$ cat src/rtl/instruction_fetch_ctrl.sv
// instruction_fetch_ctrl
// Sequencer for a 64-entry instruction buffer with combinational read.
// Owns the program counter (driven out as ins_addr).
// Issues each fetched word to the decoder over a valid/ready handshake.
// Fetch stops on a HALT word, after issuing PROG_LAST, or on abort.
// Optional feature: define IFETCH_LOOP_EN for single-level hardware loops.
// LOOP words are consumed in FETCH and never issued. The body T..LOOP-1
// then runs N+1 times.
module instruction_fetch_ctrl #(
  parameter int unsigned AW        = 6,
  parameter int unsigned IW        = 51,
  parameter int unsigned PROG_LAST = 63,
  parameter logic [3:0]  OP_HALT   = 4'hF
`ifdef IFETCH_LOOP_EN
  , parameter logic [3:0] OP_LOOP  = 4'hE
`endif
) (
  input  logic          clk,
  input  logic          rst_n,
  input  logic          start,
  input  logic          abort,
  input  logic [AW-1:0] start_addr,
  output logic [AW-1:0] ins_addr,
  input  logic [IW-1:0] ins_data,
  output logic [IW-1:0] out_instr,
  output logic          out_valid,
  input  logic          out_ready,
  output logic          busy,
  output logic          done
);

  localparam logic [AW-1:0] LAST = AW'(PROG_LAST);

  typedef enum logic [1:0] {S_IDLE, S_FETCH, S_ISSUE, S_DONE} state_e;

  state_e        state_q;
  logic [AW-1:0] pc_q;
  logic [IW-1:0] out_instr_q;
  logic          out_valid_q;
  logic          busy_q;
  logic          done_q;

  logic [3:0]    opcode;
  logic          at_last;
  logic          xfer;

  assign opcode  = ins_data[IW-1 -: 4];
  assign at_last = (pc_q == LAST);
  assign xfer    = out_valid_q & out_ready;

`ifdef IFETCH_LOOP_EN
  logic [AW-1:0] loop_cnt_q;
  logic [AW-1:0] loop_pc_q;
  logic          loop_act_q;
  logic [AW-1:0] loop_n;
  logic [AW-1:0] loop_t;
  logic          same_loop;
  logic          loop_first;
  logic          loop_again;

  assign loop_n     = ins_data[2*AW-1:AW];
  assign loop_t     = ins_data[AW-1:0];
  // Only the LOOP word that opened the active loop may re-jump; others are NOPs.
  assign same_loop  = loop_act_q && (pc_q == loop_pc_q);
  assign loop_first = !loop_act_q && (loop_n != '0);
  assign loop_again = same_loop && (loop_cnt_q != AW'(1));
`endif

  // Fetch/issue FSM with all outputs registered; abort overrides every state.
  always_ff @(posedge clk or negedge rst_n) begin
    if (!rst_n) begin
      state_q     <= S_IDLE;
      pc_q        <= '0;
      out_instr_q <= '0;
      out_valid_q <= 1'b0;
      busy_q      <= 1'b0;
      done_q      <= 1'b0;
`ifdef IFETCH_LOOP_EN
      loop_cnt_q  <= '0;
      loop_pc_q   <= '0;
      loop_act_q  <= 1'b0;
`endif
    end else if (abort) begin
      // pc is deliberately held so the abort point remains visible on ins_addr.
      state_q     <= S_IDLE;
      out_valid_q <= 1'b0;
      busy_q      <= 1'b0;
      done_q      <= 1'b0;
`ifdef IFETCH_LOOP_EN
      loop_cnt_q  <= '0;
      loop_act_q  <= 1'b0;
`endif
    end else begin
      // NOTE: non-blocking assignments throughout so every branch reads the
      // pre-edge values of pc_q/state_q regardless of statement order.
      case (state_q)
        S_IDLE, S_DONE: begin
          if (start) begin
            pc_q    <= start_addr;
            done_q  <= 1'b0;
            busy_q  <= 1'b1;
            state_q <= S_FETCH;
`ifdef IFETCH_LOOP_EN
            // A loop left open by the previous program must not leak into this one.
            loop_act_q <= 1'b0;
            loop_cnt_q <= '0;
`endif
          end
        end
        S_FETCH: begin
          if (opcode == OP_HALT) begin
            state_q <= S_DONE;
            done_q  <= 1'b1;
            busy_q  <= 1'b0;
`ifdef IFETCH_LOOP_EN
          end else if (opcode == OP_LOOP) begin
            if (loop_first) begin
              loop_act_q <= 1'b1;
              loop_cnt_q <= loop_n;
              loop_pc_q  <= pc_q;
              pc_q       <= loop_t;
            end else if (loop_again) begin
              loop_cnt_q <= loop_cnt_q - AW'(1);
              pc_q       <= loop_t;
            end else begin
              if (same_loop) loop_act_q <= 1'b0;
              if (at_last) begin
                state_q <= S_DONE;
                done_q  <= 1'b1;
                busy_q  <= 1'b0;
              end else begin
                pc_q <= pc_q + AW'(1);
              end
            end
`endif
          end else begin
            out_instr_q <= ins_data;
            out_valid_q <= 1'b1;
            state_q     <= S_ISSUE;
          end
        end
        S_ISSUE: begin
          if (xfer) begin
            out_valid_q <= 1'b0;
            if (at_last) begin
              state_q <= S_DONE;
              done_q  <= 1'b1;
              busy_q  <= 1'b0;
            end else begin
              pc_q    <= pc_q + AW'(1);
              state_q <= S_FETCH;
            end
          end
        end
        default: state_q <= S_IDLE;
      endcase
    end
  end

  assign ins_addr  = pc_q;
  assign out_instr = out_instr_q;
  assign out_valid = out_valid_q;
  assign busy      = busy_q;
  assign done      = done_q;

endmodule

$ cat config.mk
export PLATFORM = sky130hd
export DESIGN_NAME = instruction_fetch_ctrl
export DESIGN_NICKNAME = d
export VERILOG_FILES = /design/src/rtl/instruction_fetch_ctrl.sv
export SDC_FILE = /design/constraint.sdc
export NUM_CORES = 1
export LEC_CHECK = 0
export ABC_AREA = 1
export CAP_MARGIN = 25
export CELL_PAD_IN_SITES_DETAIL_PLACEMENT = 2
export CELL_PAD_IN_SITES_GLOBAL_PLACEMENT = 2
export CORE_UTILIZATION = 25
export DETAILED_ROUTE_END_ITERATION = 12
export PLACE_DENSITY_LB_ADDON = 0.25
export SYNTH_ARGS = -nofsm -noshare
export SYNTH_HDL_FRONTEND = slang
export SYNTH_SLANG_ARGS = --single-unit
$ cat constraint.sdc
create_clock -name clk -period 3.6 [get_ports clk]
set_clock_uncertainty 0.2 [all_clocks]
set_input_delay 0.36 -clock clk [delete_from_list [all_inputs] [get_ports clk]]
set_output_delay 0.36 -clock clk [all_outputs]
set_load 0.02 [all_outputs]
; After elaboration in Yosys (flattened, before gate mapping)
; Cells that the tools add are included.
; Widths: inputs -> output; s select.
[word_totals]
register_bits = 62
in_bits = 62
out_inout_bits = 60
word_cells = 58
[op_classes]
n_addsub = 1
eq_ne = 13
n_mux = 26
n_bitwise = 3
reduce_logical = 9
[ops]
columns = op, n
row1 = $mux 6, 3
row2 = $ne 3x3->1 const B, 5
row3 = $mux 1, 14
row4 = $pmux 6 s2, 1
row5 = $mux 2, 4
row6 = $add 6x1->6 const B, 1
row7 = $eq 6x6->1 const B, 1
row8 = $ne 2x2->1 const B, 3
row9 = $pmux 1 s3, 2
row10 = $pmux 2 s3, 1
row11 = $reduce_and 3->1, 2
row12 = $reduce_and 5->1, 1
row13 = $eq 2x2->1 const B, 2
row14 = $eq 4x4->1 const B, 1
row15 = $reduce_and 4->1, 1
row16 = $reduce_bool 3->1, 1
row17 = $eq 2x1->1 const B, 1
row18 = $logic_not 2->1, 1
row19 = $not 1->1, 2
row20 = $pmux 1 s2, 1
row21 = $reduce_and 2->1, 1
row22 = $reduce_bool 2->1, 1
row23 = $reduce_or 2->1, 1
row24 = $and 1x1->1, 1

; Depth between registers and ports, before layout
[logic_depth]
depth_word = 5
ltp_mapped = 9
mapped_depth_nobuf = 8

; Worst setup path after synthesis
; Ideal clock, no wire load.
[synth_timing]
path_kind = register -> register
startpoint = reg pc_q[1], in the netlist ins_addr[1]
endpoint = reg pc_q[0], in the netlist ins_addr[0]
setup_time_ps = 122
arrival_ps = 1230
required_ps = 3278
path_slack_ps = 2048
path_stages_with_launch = 9
path_buffers = 0
synth_period_minus_slack_ps = 1552
path_cell_list = dfrtp_1 > ha_1 > nand2_1 > nor2_1 > nand3_1 > nand2_2 > nor2_4 > nand2_1 > o21ai_1
[synth_between]
elab_chain_len = 3
[synth_lines]
columns = item, line_no
row1 = from (decl), 37  ; logic [AW-1:0] pc_q;
row2 = from (signal assigned), 99  ; pc_q <= start_addr;
row3 = from (signal assigned), 150  ; pc_q <= pc_q + AW'(1);
row4 = $eq 6x6->1, 48  ; assign at_last = (pc_q == LAST);
row5 = $ne 2x2->1 (no source line), n/a
row6 = $reduce_and 5->1 (no source line), n/a
; Every way passes these cells.
; A chain may end at the register's enable or synchronous reset.

; Final worst setup path
[layout_timing]
startpoint = reg state_q[1]
endpoint = reg out_instr_q[27], in the netlist out_instr[27]
[layout_between]
elab_chain_len = 2
[layout_lines]
columns = item, line_no
row1 = from (decl), 36  ; state_e state_q;
row2 = from (signal assigned), 72  ; state_q <= S_IDLE;
row3 = from (signal assigned), 85  ; state_q <= S_IDLE;
row4 = from (signal assigned), 102  ; state_q <= S_FETCH;
row5 = $eq 2x1->1, 96  ; case (state_q)
row6 = $reduce_and 3->1 (no source line), n/a
row7 = to (signal assigned), 137  ; out_instr_q <= ins_data;
row8 = to (decl), 38  ; logic [IW-1:0] out_instr_q;
; Every way passes these cells.

==> results.tsv <==
stage	metric	value	unit
cells_and_area	final_area	4330	um^2
worst_setup_path	timing.rr.end	out_instr[27]$_DFFE_PN0P_	
global_route	track_usage	0.159	
worst_setup_path	worst-r2r-setup-slack	1.35	ns
timing	finalHoldViolations	0	
worst_setup_path	arrival	2.27	ns
cells_and_area	fin_cells	594	
power	p_comb_frac	0.480	
routing	avgRoutedWirePerCell	14.7	um
floorplan	die_w	108	um
yosys	yosysTopAreaCellShare	0.555	
worst_setup_path	r2r_cells	6	
worst_setup_path	r2r-start	state_q[1]$_DFFE_PN0P_	
worst_setup_path	start_kind	flop	
placed_design	dp_hpwl	6470	um
power	clock_power_share	0.188	
yosys	ys_seq_area_frac	0.555	
power	power_density	852	nW/um^2
cts	cts_tree	yes	
power	swShare	0.399	
timing	tns	0	ns
timing	slew_viol_final	0	
worst_setup_path	endpoint	out_instr[27]$_DFFE_PN0P_	
cells_and_area	fin_nets	514	
timing	fmax	0.444	GHz
floorplan	core-area	10900	um^2
floorplan	start_util	0.257	
cts	clock-root-buffer	clkbuf_8	
timing	finalSetupViolations	0	
cells_and_area	final_common_cell	clkdlybuf4s50_1	
yosys	synth_area_leader_cell	dfrtp_1	
cells_and_area	area_growth	54.7	%
routing	drc_errors	0	
cts	cts_max_path_buffers	2	
power	vdd_drop_max	0.000251	V
worst_setup_path	endpoint_kind	flop	
yosys	synth_area	2800	um^2
routing	routed_wl	8730	um
worst_setup_path	crit_start	state_q[1]$_DFFE_PN0P_	
placed_design	placed_area	4100	um^2
timing	worst_pin_slew	0.700	ns
yosys	netlist_instances	325	
run_status	run_status	finished clean	
yosys	avgSynthCellArea	8.60	um^2
global_route	grt_max_degree	70	
cells_and_area	n_fill_cell	1195	
global_route	grt.overflow.total	0	
worst_hold_path	hp-class	reg2reg	
placed_design	numPlacedInstances	577	
global_route	grt_pass1_vias	2886	
floorplan	die_area	11600	um^2
worst_setup_path	critPathMaxFanout	69	
timing	finalCritPeriodShare	0.626	
routing	vias_per_cell	4.33	
timing	slew_headroom	0.533	
routing	drtIter0Drc	86	
floorplan	rows	38	
yosys	ys.flop_type	dfrtp_1	
routing	wl_met3	446	um
routing	wl_met1	3790	um
cts	cts_made_buffers	9	
global_route	grt_pass1_wl	14200	um
placed_design	place_congestion	0.789	
yosys	synth_nets	390	
routing	ant_nets	0	
worst_setup_path	path_class	reg2reg	
routing	met2_length	4390	um
global_route	antenna_found_initial	0	
cts	cts.clk_slew.worst_paths	0.07	ns
cts	clkLatencyLatePin	0.34	ns
cts	htreeDepth	3	
yosys	ys_warn_count	0	
power	power.leakage	0.00212	uW
cts	postCtsSetupBuffers	0	
yosys	asyncSetResetFlopFracSynth	1.00	
power	p_int	2220	uW
worst_setup_path	required	3.62	ns
timing	fin_crit	2.25	ns
floorplan	io-pin-count	122	
cells_and_area	num_antenna_cells	0	
floorplan	dieHeight	108	um
yosys	synth_edf_count	0	
cts	cts_sinks	62	
power	seq_power_share	0.332	
flow_run	drv_cap	0	
yosys	ys_top_cells_by_area	dfrtp_1 (55%), nand2_1 (13%), inv_1 (8.5%)	
cells_and_area	final_cell_mix	clkdlybuf4s50_1 (120), nand2_1 (95), inv_1 (63), dfrtp_1 (62), o21ai_0 (28)	
placed_design	io_buffers	121	
routing	routed.top_layer	met4	
yosys	synth-seq-cells	62	
yosys	ys_types	25	
cells_and_area	drive_gt1_frac	0.0771	
routing	drt_first_pass_iters	4	
routing	vias	2572	
power	p_switching	1470	uW
timing	rsz0062_at_grt	false	
[logic make-up (layout without fill, tap and decap cells)]
group	count (synthesis)	after routing	synth area share
flip-flops	62	62	0.555
AO/OA/AOI/OAI	61	61	0.120
buffers and inverters	77	206	0.125
adder cells (fa/ha/maj)	3	3	0.0134
AND/OR/NAND/NOR	122	122	0.187
[what timing repair did]
action / in CTS / in global routing
endpoints found under the hold margin: 25 / 0
endpoints found under the setup margin: 0 / 0
resized for setup: 0 / 0
hold buffers: 1 / 0
[state kept, by name, summed over array words and instances (netlist names)]
register,flops
out_valid,1
ins_addr,6
done,1
busy,1
out_instr,51
state_q,2
[power groups by stage]
| stage | logic (uW) | registers (uW) | clock network (uW) |
|---|---|---|---|
| floorplan | 559 | 1590 | 0 |
| global placement | 1730 | 1230 | 0 |
| detailed placement | 1780 | 1240 | 0 |
| CTS | 1810 | 1230 | 723 |
| global route | 1930 | 1270 | 746 |
| finish | 1770 | 1220 | 694 |
[worst max-delay path, stage by stage (launching register included)]
cell and delay [ns]:
dfrtp_1 0.39, inv_1 0.09, ha_1 0.28, nand3_4 0.55, buf_4 0.45, nand2_1 0.09, o21ai_0 0.07
[worst min-delay path by stage]
stage	startpoint	to	cells past startpoint
detailed placement	rst_n	out_instr[5]$_DFFE_PN0P_	1
global route	busy$_DFFE_PN0P_	busy$_DFFE_PN0P_	2
finish	busy$_DFFE_PN0P_	busy$_DFFE_PN0P_	2
CTS	busy$_DFFE_PN0P_	busy$_DFFE_PN0P_	2
floorplan	rst_n	busy$_DFFE_PN0P_	0
global placement	rst_n	out_instr[5]$_DFFE_PN0P_	1
[cell usage after synthesis, types with 2 or more instances]
cell type / instances
nand2_1: 95
inv_1: 63
dfrtp_1: 62
o21ai_0: 28
o21ai_1: 23
nand3_1: 12
o21ai_2: 7
nor2_1: 6
buf_6: 5
buf_2: 3
ha_1: 3
buf_4: 2
inv_2: 2
nand4_1: 2
o21bai_1: 2
[per-layer routing]
layer | GRT usage | up-vias
li1 | - | 1241
met1 | 0.194 | 1253
met2 | 0.277 | 69
met3 | 0.0363 | 9
met4 | 0.0509 | 0
met5 | 0 | -
[layout make-up]
class | instances | area (um^2) | share of cell area
flip-flops and latches | 62 | 1550 | 0.359
repair buffers | 125 | 1240 | 0.286
multi-input cells | 186 | 896 | 0.207
inverters | 65 | 244 | 0.0564
well taps | 140 | 175 | 0.0405
clock buffers | 9 | 124 | 0.0286
clock inverters | 7 | 97.6 | 0.0226
[metrics by stage]
step / power (uW) / utilization / worst slack (ns) / hold WS [ns]
finish: 3690 / 0.397 / 1.35 / 0.280
global route: 3950 / 0.397 / 1.08 / 0.314
CTS: 3760 / 0.397 / 1.28 / 0.289
detailed placement: 3020 / 0.376 / 1.08 / 0.228
global placement: 2950 / 0.376 / 1.14 / 0.217
floorplan: 2150 / - / 2.05 / -0.136
No activity file was read; power rests on OpenSTA's default activity.
